--- src/rtl/demux_pkg.sv ---
// ---------------------------------------------------------------------------
// demux_pkg
// Shared definitions for the 1-to-4 demultiplexer and its dispatcher:
//   NUM_CH        number of consumer channels
//   sel_t         channel select type
//   disp_state_e  dispatcher buffer state (EMPTY / FULL)
// ---------------------------------------------------------------------------
package demux_pkg;

  localparam int NUM_CH = 4;

  typedef logic [1:0] sel_t;

  typedef enum logic {
    EMPTY = 1'b0,
    FULL  = 1'b1
  } disp_state_e;

endpackage : demux_pkg

--- src/rtl/demuxer4.sv ---
// ---------------------------------------------------------------------------
// demuxer4
// Combinational 1-to-4 demultiplexer: routes the single-bit input to the
// output selected by sel; all other outputs are 0.
// Ports:
//   in   - bit to route
//   sel  - output index
//   out  - one-hot (or all-zero when in=0) outputs
// ---------------------------------------------------------------------------
module demuxer4
  import demux_pkg::*;
(
  input  logic              in,
  input  sel_t              sel,
  output logic [NUM_CH-1:0] out
);

  for (genvar gi = 0; gi < NUM_CH; gi++) begin : g_ch
    assign out[gi] = in && (sel == sel_t'(gi));
  end

endmodule : demuxer4

--- src/rtl/demux4_dispatcher.sv ---
// ---------------------------------------------------------------------------
// demux4_dispatcher
// Valid/ready front end for demuxer4. Holds one input word and steers it to
// one of four consumer channels, chosen either from an external select or
// by a round-robin pointer that advances every BURST round-robin captures.
// Ports:
//   clk, rst             - clock, asynchronous active-high reset
//   en                   - accept enable (a buffered word still drains)
//   mode                 - 0: fixed select from sel, 1: round-robin
//   sel                  - target channel in fixed mode
//   in_valid/in_data     - input word stream
//   in_ready             - a word can be accepted this cycle
//   out_valid            - one-hot valid on the target channel
//   out_data             - buffered word, shared by all channels
//   out_ready            - per-channel ready
//   cur_sel              - target channel of the buffered word
//   rr_ptr               - round-robin pointer
//   busy                 - buffer holds a word
// ---------------------------------------------------------------------------
module demux4_dispatcher
  import demux_pkg::*;
#(
  parameter int WIDTH = 8,
  parameter int BURST = 1
) (
  input  logic              clk,
  input  logic              rst,
  input  logic              en,
  input  logic              mode,
  input  sel_t              sel,
  input  logic              in_valid,
  input  logic [WIDTH-1:0]  in_data,
  output logic              in_ready,
  output logic [NUM_CH-1:0] out_valid,
  output logic [WIDTH-1:0]  out_data,
  input  logic [NUM_CH-1:0] out_ready,
  output sel_t              cur_sel,
  output sel_t              rr_ptr,
  output logic              busy
);

  // BURST is at most 16, so a 4-bit counter always suffices.
  localparam int               CNT_W      = 4;
  localparam logic [CNT_W-1:0] BURST_LAST = CNT_W'(BURST - 1);

  disp_state_e      state_q, state_d;
  logic [WIDTH-1:0] data_q, data_d;
  sel_t             cur_sel_q, cur_sel_d;
  sel_t             rr_ptr_q, rr_ptr_d;
  logic [CNT_W-1:0] burst_cnt_q, burst_cnt_d;

  logic target_ready;
  logic capture;
  logic deliver;

  always_comb begin
    state_d     = state_q;
    data_d      = data_q;
    cur_sel_d   = cur_sel_q;
    rr_ptr_d    = rr_ptr_q;
    burst_cnt_d = burst_cnt_q;

    target_ready = out_ready[cur_sel_q];
    deliver      = (state_q == FULL) && target_ready;
    // A full buffer can take a new word in the same cycle it is delivered.
    in_ready     = en && !rst && ((state_q == EMPTY) || target_ready);
    capture      = in_valid && in_ready;

    if (capture) begin
      state_d = FULL;
      data_d  = in_data;
      if (mode) begin
        cur_sel_d = rr_ptr_q;
        if (burst_cnt_q == BURST_LAST) begin
          rr_ptr_d    = rr_ptr_q + sel_t'(1);
          burst_cnt_d = '0;
        end else begin
          burst_cnt_d = burst_cnt_q + CNT_W'(1);
        end
      end else begin
        cur_sel_d = sel;
      end
    end else if (deliver) begin
      state_d = EMPTY;
    end
  end

  always_ff @(posedge clk or posedge rst) begin
    if (rst) begin
      state_q     <= EMPTY;
      data_q      <= '0;
      cur_sel_q   <= '0;
      rr_ptr_q    <= '0;
      burst_cnt_q <= '0;
    end else begin
      state_q     <= state_d;
      data_q      <= data_d;
      cur_sel_q   <= cur_sel_d;
      rr_ptr_q    <= rr_ptr_d;
      burst_cnt_q <= burst_cnt_d;
    end
  end

  // Valid fan-out comes only from registered state, so out_valid has no
  // combinational path from any input.
  demuxer4 u_demuxer4 (
    .in  (state_q == FULL),
    .sel (cur_sel_q),
    .out (out_valid)
  );

  assign out_data = data_q;
  assign cur_sel  = cur_sel_q;
  assign rr_ptr   = rr_ptr_q;
  assign busy     = (state_q == FULL);

endmodule : demux4_dispatcher
--- config.mk ---
export PLATFORM = sky130hd
export DESIGN_NAME = demux4_dispatcher
export DESIGN_NICKNAME = d
export VERILOG_FILES = /design/src/rtl/demux_pkg.sv /design/src/rtl/demuxer4.sv /design/src/rtl/demux4_dispatcher.sv
export SDC_FILE = /design/constraint.sdc
export NUM_CORES = 1
export LEC_CHECK = 0
export ABC_AREA = 1
export CAP_MARGIN = 5
export CORE_ASPECT_RATIO = 0.7
export CORE_MARGIN = 2
export CORE_UTILIZATION = 31
export DETAILED_ROUTE_END_ITERATION = 12
export PLACE_DENSITY = 0.6
export SYNTH_ARGS = -nofsm -noshare
export SYNTH_HDL_FRONTEND = slang
export SYNTH_HIERARCHICAL = 1
export SYNTH_SLANG_ARGS = --single-unit
--- constraint.sdc ---
create_clock -name clk -period 1.9 [get_ports clk]
set_clock_uncertainty 0.05 [all_clocks]
set_input_delay 0.285 -clock clk [delete_from_list [all_inputs] [get_ports clk]]
set_output_delay 0.285 -clock clk [all_outputs]
set_load 0.1 [all_outputs]
After elaboration in Yosys (flattened, before gate mapping)
Index checks and enable logic that the tools add are counted.
{"block": "totals", "output_inout_bits": 18, "inputBits": 19, "reg_bits": 17, "word_cells": 33}
{"block": "op_classes", "eq_ne": 3, "magnitude_cmp": 1, "add_sub_neg": 2, "reduce_logical": 15, "bitwise_logic": 1, "n_mux": 6}
{"op": "1-bit logical AND", "count": 8}
{"op": "4-bit by 1-bit adder with 4-bit output (second input constant)", "count": 1}
{"op": "2-bit equality test (second input constant)", "count": 2}
{"op": "4-bit logical NOT", "count": 1}
{"op": "4-bit two-way mux", "count": 1}
{"op": "2-bit by 3-bit < comparator with 1-bit output (second input constant)", "count": 1}
{"op": "1-bit two-way mux", "count": 3}
{"op": "3-bit AND reduction", "count": 1}
{"op": "2-bit by 1-bit adder with 2-bit output (second input constant)", "count": 1}
{"op": "1-bit binary-select mux with 2-bit select", "count": 1}
{"op": "2-bit by 1-bit equality test with 1-bit output (second input constant)", "count": 1}
{"op": "2-bit logical NOT", "count": 1}
{"op": "2-bit two-way mux", "count": 1}
{"op": "2-bit AND reduction", "count": 1}
{"op": "2-bit nonzero test", "count": 1}
{"op": "1-bit logical NOT", "count": 1}
{"op": "1-bit logical OR", "count": 1}
{"op": "1-bit NOT", "count": 1}

Depth between registers and ports, before layout
Gate-level depths: netlist of the first run.
{"block": "depth", "word_depth": 6, "ltp_mapped": 10, "ltp_nobuf": 10}

By module
Netlist of the first run, hierarchy kept.
{"mod": "demux4_dispatcher", "area_each_um2": 834.6, "cells_per_inst": 103, "instances": 1, "seq_area_each_um2": 425.4}
{"mod": "demuxer4", "area_each_um2": 30.0, "cells_per_inst": 8, "instances": 1, "seq_area_each_um2": 0.0}

Worst setup path after synthesis of the first run
OpenSTA, ideal clock, no wires.
{"block": "synth_timing", "path_type": "register to output", "startpoint": "reg cur_sel_q[1], in the netlist cur_sel[1]", "endpoint": "out in_ready", "setup_slack_ns": -1.909, "required_ns": 1.565, "path_stages_with_launch": 5, "arrival_time_ns": 3.474, "n_path_buf": 0, "path_cell_list": "dfrtp_1 > inv_1 > nand3_1 > nand2_1 > a21boi_0"}
{"block": "synth_between", "elab_chain_cells": 4}
{"item": "from (decl)", "line_no": "demux4_dispatcher.sv:48", "rtl": "sel_t cur_sel_q, cur_sel_d;"}
{"item": "from (signal assigned)", "line_no": "demux4_dispatcher.sv:98", "rtl": "cur_sel_q <= cur_sel_d;"}
{"item": "1-bit binary-select mux with 2-bit select", "line_no": "demux4_dispatcher.sv:63", "rtl": "target_ready = out_ready[cur_sel_q];"}
{"item": "1-bit two-way mux (not written as such)", "line_no": "demux4_dispatcher.sv:63"}
{"item": "1-bit logical OR", "line_no": "demux4_dispatcher.sv:66", "rtl": "in_ready = en && !rst && ((state_q == EMPTY) || target_ready);"}
{"item": "1-bit logical AND", "line_no": "demux4_dispatcher.sv:66"}
{"item": "to (decl)", "line_no": "demux4_dispatcher.sv:33", "rtl": "output logic in_ready,"}
No other way between the ends. The select of a mux whose other input is x is not followed.

Final worst setup path of the first run
{"block": "layout_timing", "startpoint": "reg cur_sel_q[0], in the netlist cur_sel[0]", "endpoint": "out in_ready"}
Same word-level chain as after synthesis.

==> reports/metrics.cfg, run 1 <==
[status]
status = finished clean

[global_routing]
antenna_found_initial = 0
globalRouteMet1Util_pct = 16.79
grt_max_degree = 13
grtUsageTotal_pct = 13.68
grt.busiest_layer = met2
use_met2_pct = 24.75
grt_overflow = 0
grt_pass1_vias = 716
grt_pass1_wl_um = 3243
met3_usage_pct = 4.157

[floorplanning]
core_um2 = 2552
die_w_um = 67.12
die_height_um = 48.19
initial_core_util_pct = 33.87
dieArea_um2 = 3234
io_pins = 37
rows = 15

[routing]
ant_nets = 0
drcViolationCount = 0
post_drt_wl_per_cell_um = 10.82
vias = 803
drtIter0Drc = 8
routed_wl_um = 2012
firstDrtPassIters = 4
viasPerCell = 4.317

[placed_design]
dp_hpwl_um = 1676
gp_congestion = 0.7209
place_area_um2 = 1359
portBuffers = 36

[clock_network]
cts_root_buffer = clkbuf_8
post-cts-setup-buffer-count = 0
cts_buffers = 3
tritoncts = yes
cts.repair.resized = 0
clk_pin_slew_ns = 0.06
clockBufferDepth = 2
cts.sinks = 17
insertion_delay_ns = 0.25
htree_levels = 1
holdBufCountCts = 0

[final_layout]
fin_nets = 174
multi_input_area_um2 = 401.6
fill_cells = 257
fin_area_um2 = 1404
syn_to_final_growth_pct = 62.37
finalCoreUtilization_pct = 55.00
drive_gt1_share_pct = 25.00
regArea_um2 = 429.2
diodes = 0

[synth]
ys_warn_count = 6
netlist_instances = 111
yosysTopAreaCell = dfrtp_1
ys_types = 21
ys_seq_area_share_pct = 49.20
syn_area_per_cell_um2 = 7.789
synth_top_area_share_pct = 49.20
syn-cell-area_um2 = 864.6
syn-num-nets = 132
ys_top_cells_by_area = dfrtp_1 49%, nand2_1 20%, inv_1 6.5%
synth_seq_cells = 17

[hold_path]
hp-class = in2async

[sta]
finalHoldViolCount = 0
slew_violations = 0
period_share_pct = 93.98
setup_viol = 0
rsz0062_at_grt = false
min_period_ns = 1.786
fmax_mhz = 560.0
relSlewSlack_pct = 79.61
tightest_slew_ns = 0.3055

[pwr]
p_leak_nw = 0.6904
powerDensity_nw_per_um2 = 1515
peakVddDrop_mv = 0.7442

[worst_setup_path]
r2r_start = cur_sel[0]
required_ns = 1.56
worstSetupPathType = reg2out
cp_slowest_cell = dfrtp_2
cp-startpoint = cur_sel[0]
cp.arrival_ns = 1.45
critPathTopFamily = flip-flops
path_common_cell = nand2_1
path_cells = inv_1 -> nand2_1 -> nand3_1 -> nand2_1 -> a21boi_4 -> buf_12
crit_fanout = 8
critPathBufInv = 2
endpoint_kind = output pin
start_kind = register
critPathMaxStageDelay_ns = 0.50

[run]
maxCapViolCount = 0

## report_power, final
| group | switching (mW) | internal (mW) |
|---|---|---|
| Sequential | 0.122 | 0.480 |
| Clock | 0.119 | 0.149 |
| Combinational | 0.921 | 0.337 |
| Total | 1.16 | 0.966 |
## per-stage QoR
stage | total power, mW | setup slack (ns) | hold WS [ns] | std cells | setup TNS [ns]
after floorplan | 1.537 | -0.08536 | 0.1609 | 111 | -0.08536
after global placement | 1.860 | 0.1446 | 0.4186 | 182 | 0
after detailed placement | 1.874 | 0.1055 | 0.4173 | 182 | 0
after CTS | 2.145 | 0.1036 | 0.2708 | 186 | 0
after global routing | 2.246 | 0.01183 | 0.2925 | 186 | 0
final | 2.127 | 0.1144 | 0.2652 | 186 | 0
## flip-flops by register name, summed over array words and instances (netlist names)
register,count
out_data,8
burst_cnt_q,4
cur_sel,2
rr_ptr,2
busy,1
## cells in the final DEF (no fill, tap or decap)
| cell type | netlist | final |
|---|---|---|
| nand3_2 | 2 | 2 |
| buf_12 | 0 | 7 |
| inv_2 | 1 | 1 |
| ha_1 | 2 | 2 |
| nor2_1 | 7 | 3 |
| nand4_1 | 1 | 1 |
| o21ai_2 | 1 | 1 |
| clkbuf_1 | 0 | 1 |
| a21boi_4 | 0 | 1 |
| clkbuf_8 | 0 | 3 |
| buf_4 | 1 | 14 |
| clkdlybuf4s50_1 | 0 | 18 |
| dfrtp_2 | 0 | 3 |
| nand2_2 | 1 | 1 |
| a21oi_1 | 1 | 1 |
| nor2_4 | 0 | 4 |
| o21bai_1 | 1 | 1 |
| nand2_1 | 45 | 45 |
| nor2_2 | 1 | 1 |
| o21ai_1 | 1 | 1 |
| nand3_1 | 5 | 5 |
| xor2_1 | 1 | 1 |
| xnor2_1 | 1 | 1 |
| dfrtp_1 | 17 | 14 |
| o21ai_0 | 5 | 5 |
| inv_1 | 15 | 15 |
## synth_stat cells (all sizes together)
cell type  count
inv           16
a21boi         1
nor2           8
ha             2
o21ai          7
buf            2
dfrtp         17
nand2         46
nand3          7
xnor2          1
a21oi          1
nand4          1
o21bai         1
xor2           1
## cell families after synthesis
logic type	after synthesis	synth area share, %
fa+ha+maj	2	2.894
xor+xnor	2	2.026
simple gates	62	29.96
compound gates	10	6.801
buf+inv	18	9.117
flops	17	49.20
## area by class of cell
class | count | area share [%]
flip-flops and latches | 17 | 30.57
repair buffers | 39 | 30.30
multi-input cells | 76 | 28.61
inverters | 16 | 4.278
clock buffers | 4 | 3.209
well taps | 34 | 3.030
## per-layer routing
layer  up-vias  part of all wire, %
li1        419                    -
met1       358                   47
met2        26                   47
met3         0                  6.7
met4         0                    0
met5         -                    0
## path summary, 6_finish.rpt
kind                       slack [ns]  cells past startpoint           to
max in group asynchronous        1.09                      3    rr_ptr[0]
max reg2reg                      0.31                     10    rr_ptr[1]
max                              0.11                      6     in_ready
min reg2reg                      0.43                      2  out_data[5]
min                              0.27                      2   cur_sel[0]
min in group clk                 0.43                      2  out_data[5]
No activity file was read; power rests on OpenSTA's default activity.
==> run 2: changes to the inputs <==
--- a/config.mk
+++ b/config.mk
@@ -9,9 +9,9 @@
 export CAP_MARGIN = 5
 export CORE_ASPECT_RATIO = 0.7
 export CORE_MARGIN = 2
-export CORE_UTILIZATION = 31
+export CORE_UTILIZATION = 35
 export DETAILED_ROUTE_END_ITERATION = 12
-export PLACE_DENSITY = 0.6
+export PLACE_DENSITY = 0.66
 export SYNTH_ARGS = -nofsm -noshare
 export SYNTH_HDL_FRONTEND = slang
 export SYNTH_HIERARCHICAL = 1
==> reports/metrics.cfg, run 2 (synthesized netlist as in run 1, its figures left out) <==
[status]
status = finished clean

[floorplanning]
die_w_um = 63.41  ; -5.5%
die_height_um = 45.59  ; -5.4%
initial_core_util_pct = 35.99  ; +2.1 points
dieArea_um2 = 2890  ; -11%
io_pins = 37  ; unchanged
rows = 15  ; unchanged
core_um2 = 2402  ; -5.9%

[pwr]
internal_power_mw = 0.9146  ; -5.3%
p_total_mw = 2.074  ; -2.5%
p_seq_share_pct = 28.3  ; about the same
switchingPower_mw = 1.160  ; -0.17%
comb_power_share_pct = 62.2  ; +3.1 points
powerDensity_nw_per_um2 = 1489  ; -1.7%
netSwitchingFraction_pct = 55.91  ; +1.3 points
peakVddDrop_mv = 0.6008  ; -19%
clockPowerShare_pct = 9.6  ; -3.0 points
p_leak_nw = 0.6883  ; -0.31%

[sta]
rsz0062_at_grt = false
fmax_mhz = 564.6  ; +0.82%
min_period_ns = 1.771  ; -0.01457 ns
relSlewSlack_pct = 76.27  ; -3.3 points
finalWorstSetupSlack_ns = 0.1290  ; +0.01457 ns
tns_ns = 0  ; unchanged
slew_violations = 0  ; unchanged
period_share_pct = 93.21  ; -0.77 points
setup_viol = 0  ; unchanged
finalHoldViolCount = 0  ; unchanged
tightest_slew_ns = 0.3555  ; +0.05008 ns

[clock_network]
clk_pin_slew_ns = 0.10  ; +0.04 ns
cts.sinks = 17  ; unchanged
tritoncts = yes
cts_buffers = 3  ; unchanged
clockBufferDepth = 2  ; unchanged
insertion_delay_ns = 0.30  ; +0.05 ns
htree_levels = 1  ; unchanged
cts_root_buffer = clkbuf_4

[placed_design]
detailedPlace.worstSlack_ns = 0.1242  ; +0.01872 ns
place_area_um2 = 1351  ; -0.55%
gp_congestion = 0.7362  ; +2.1%
dp_hpwl_um = 1634  ; -2.5%
portBuffers = 36  ; unchanged

[routing]
firstDrtPassIters = 4  ; unchanged
ant_nets = 0  ; unchanged
routed_wl_um = 2025  ; +0.65%
post_drt_wl_per_cell_um = 10.83  ; +0.11%
viasPerCell = 4.385  ; +1.6%
drtIter0Drc = 25  ; +17
drcViolationCount = 0  ; unchanged
vias = 820  ; +2.1%

[global_routing]
grt_pass1_vias = 741  ; +3.5%
grt_overflow = 0  ; unchanged
antenna_found_initial = 0  ; unchanged
grtUsageTotal_pct = 16.37  ; +2.7 points
grt_pass1_wl_um = 3491  ; +7.6%
grt_max_degree = 13  ; unchanged

[final_layout]
fin_area_um2 = 1393  ; -0.80%
diodes = 0  ; unchanged
regArea_um2 = 429.2  ; unchanged
fin_nets = 175  ; +0.57%
most-common-layout-cells = 45 x nand2_1, 18 x clkdlybuf4s50_1, 15 x inv_1, 15 x buf_4, 14 x dfrtp_1
drive_gt1_share_pct = 25.49  ; +0.49 points
largest_reg_flops = 8  ; unchanged
syn_to_final_growth_pct = 61.07
fill_cells = 248  ; -3.5%
final_common_cell = nand2_1
multi_input_area_um2 = 401.6  ; unchanged

[worst_setup_path]
start_kind = register
crit_fanout = 6  ; -2
endpoint_kind = output pin
worstSetupPathType = reg2out
cp.arrival_ns = 1.44  ; about the same
required_ns = 1.56  ; about the same

[hold_path]
hp-class = in2async

[run]
maxCapViolCount = 0  ; unchanged

-- run 2: cell types whose count changed in the layout (fill, tap and decap cells not counted) --
cell and delta:
clkbuf_4 +3, clkbuf_8 -3, buf_4 +1
-- run 2: path summary, 6_finish.rpt --
kind | startpoint | to | slack [ns] | depth (start not counted)
max in group asynchronous | rst | burst_cnt_q[2] | 1.13 | 3
worst min register to register | out_data[4] | out_data[4] | 0.44 | 2
worst max-delay path | cur_sel[0] | in_ready | 0.13 | 6
worst max register to register | cur_sel[0] | rr_ptr[1] | 0.40 | 10
min in group clk | out_data[4] | out_data[4] | 0.44 | 2
worst min-delay path | rst | out_data[4] | 0.22 | 2
-- run 2: per-stage QoR --
step | std cells | hold slack (ns) | util (%)
final | 187 | 0.2219 | 57.97
after global routing | 187 | 0.2661 | 57.97
after CTS | 185 | 0.2298 | 57.34
after detailed placement | 181 | 0.4165 | 56.25
after global placement | 181 | 0.4160 | 56.25
after floorplan | 111 | 0.1609 | -
-- run 2: layer usage --
metal  share of wire, %  vias to the layer above  GRT usage, %
li1                   -                      423             -
met1                 43                      370         19.47
met2                 49                       25         29.05
met3                6.7                        2         5.941
met4               0.69                        0         3.913
met5                  0                        -             0
-- run 2: area by class of cell --
cell class              instances  area share [%]
well taps                      34           3.055
clock buffers                   4           1.887
repair buffers                 40           31.09
inverters                      16           4.313
multi-input cells              76           28.84
flip-flops and latches         17           30.82
-- run 2: power groups by stage --
stage | Sequential [mW] | Combinational [mW] | Clock, mW
after global placement | 0.600 | 1.25 | 0
after CTS | 0.598 | 1.27 | 0.204
after global routing | 0.611 | 1.38 | 0.220
final | 0.586 | 1.29 | 0.198
after detailed placement | 0.605 | 1.27 | 0
after floorplan | 1.15 | 0.390 | 0
-- run 2: timing repair --
item	CTS	global route
hold buffers	0	0
endpoints found under the setup margin	0	1
resized for setup	0	0
buffers inserted	0	2
-- run 2: worst max-delay path: stages (launching register included) --
cell	delay, ns
dfrtp_2	0.47
inv_1	0.08
nand2_1	0.05
nand3_1	0.07
nand2_1	0.11
a21boi_4	0.17
buf_12	0.19
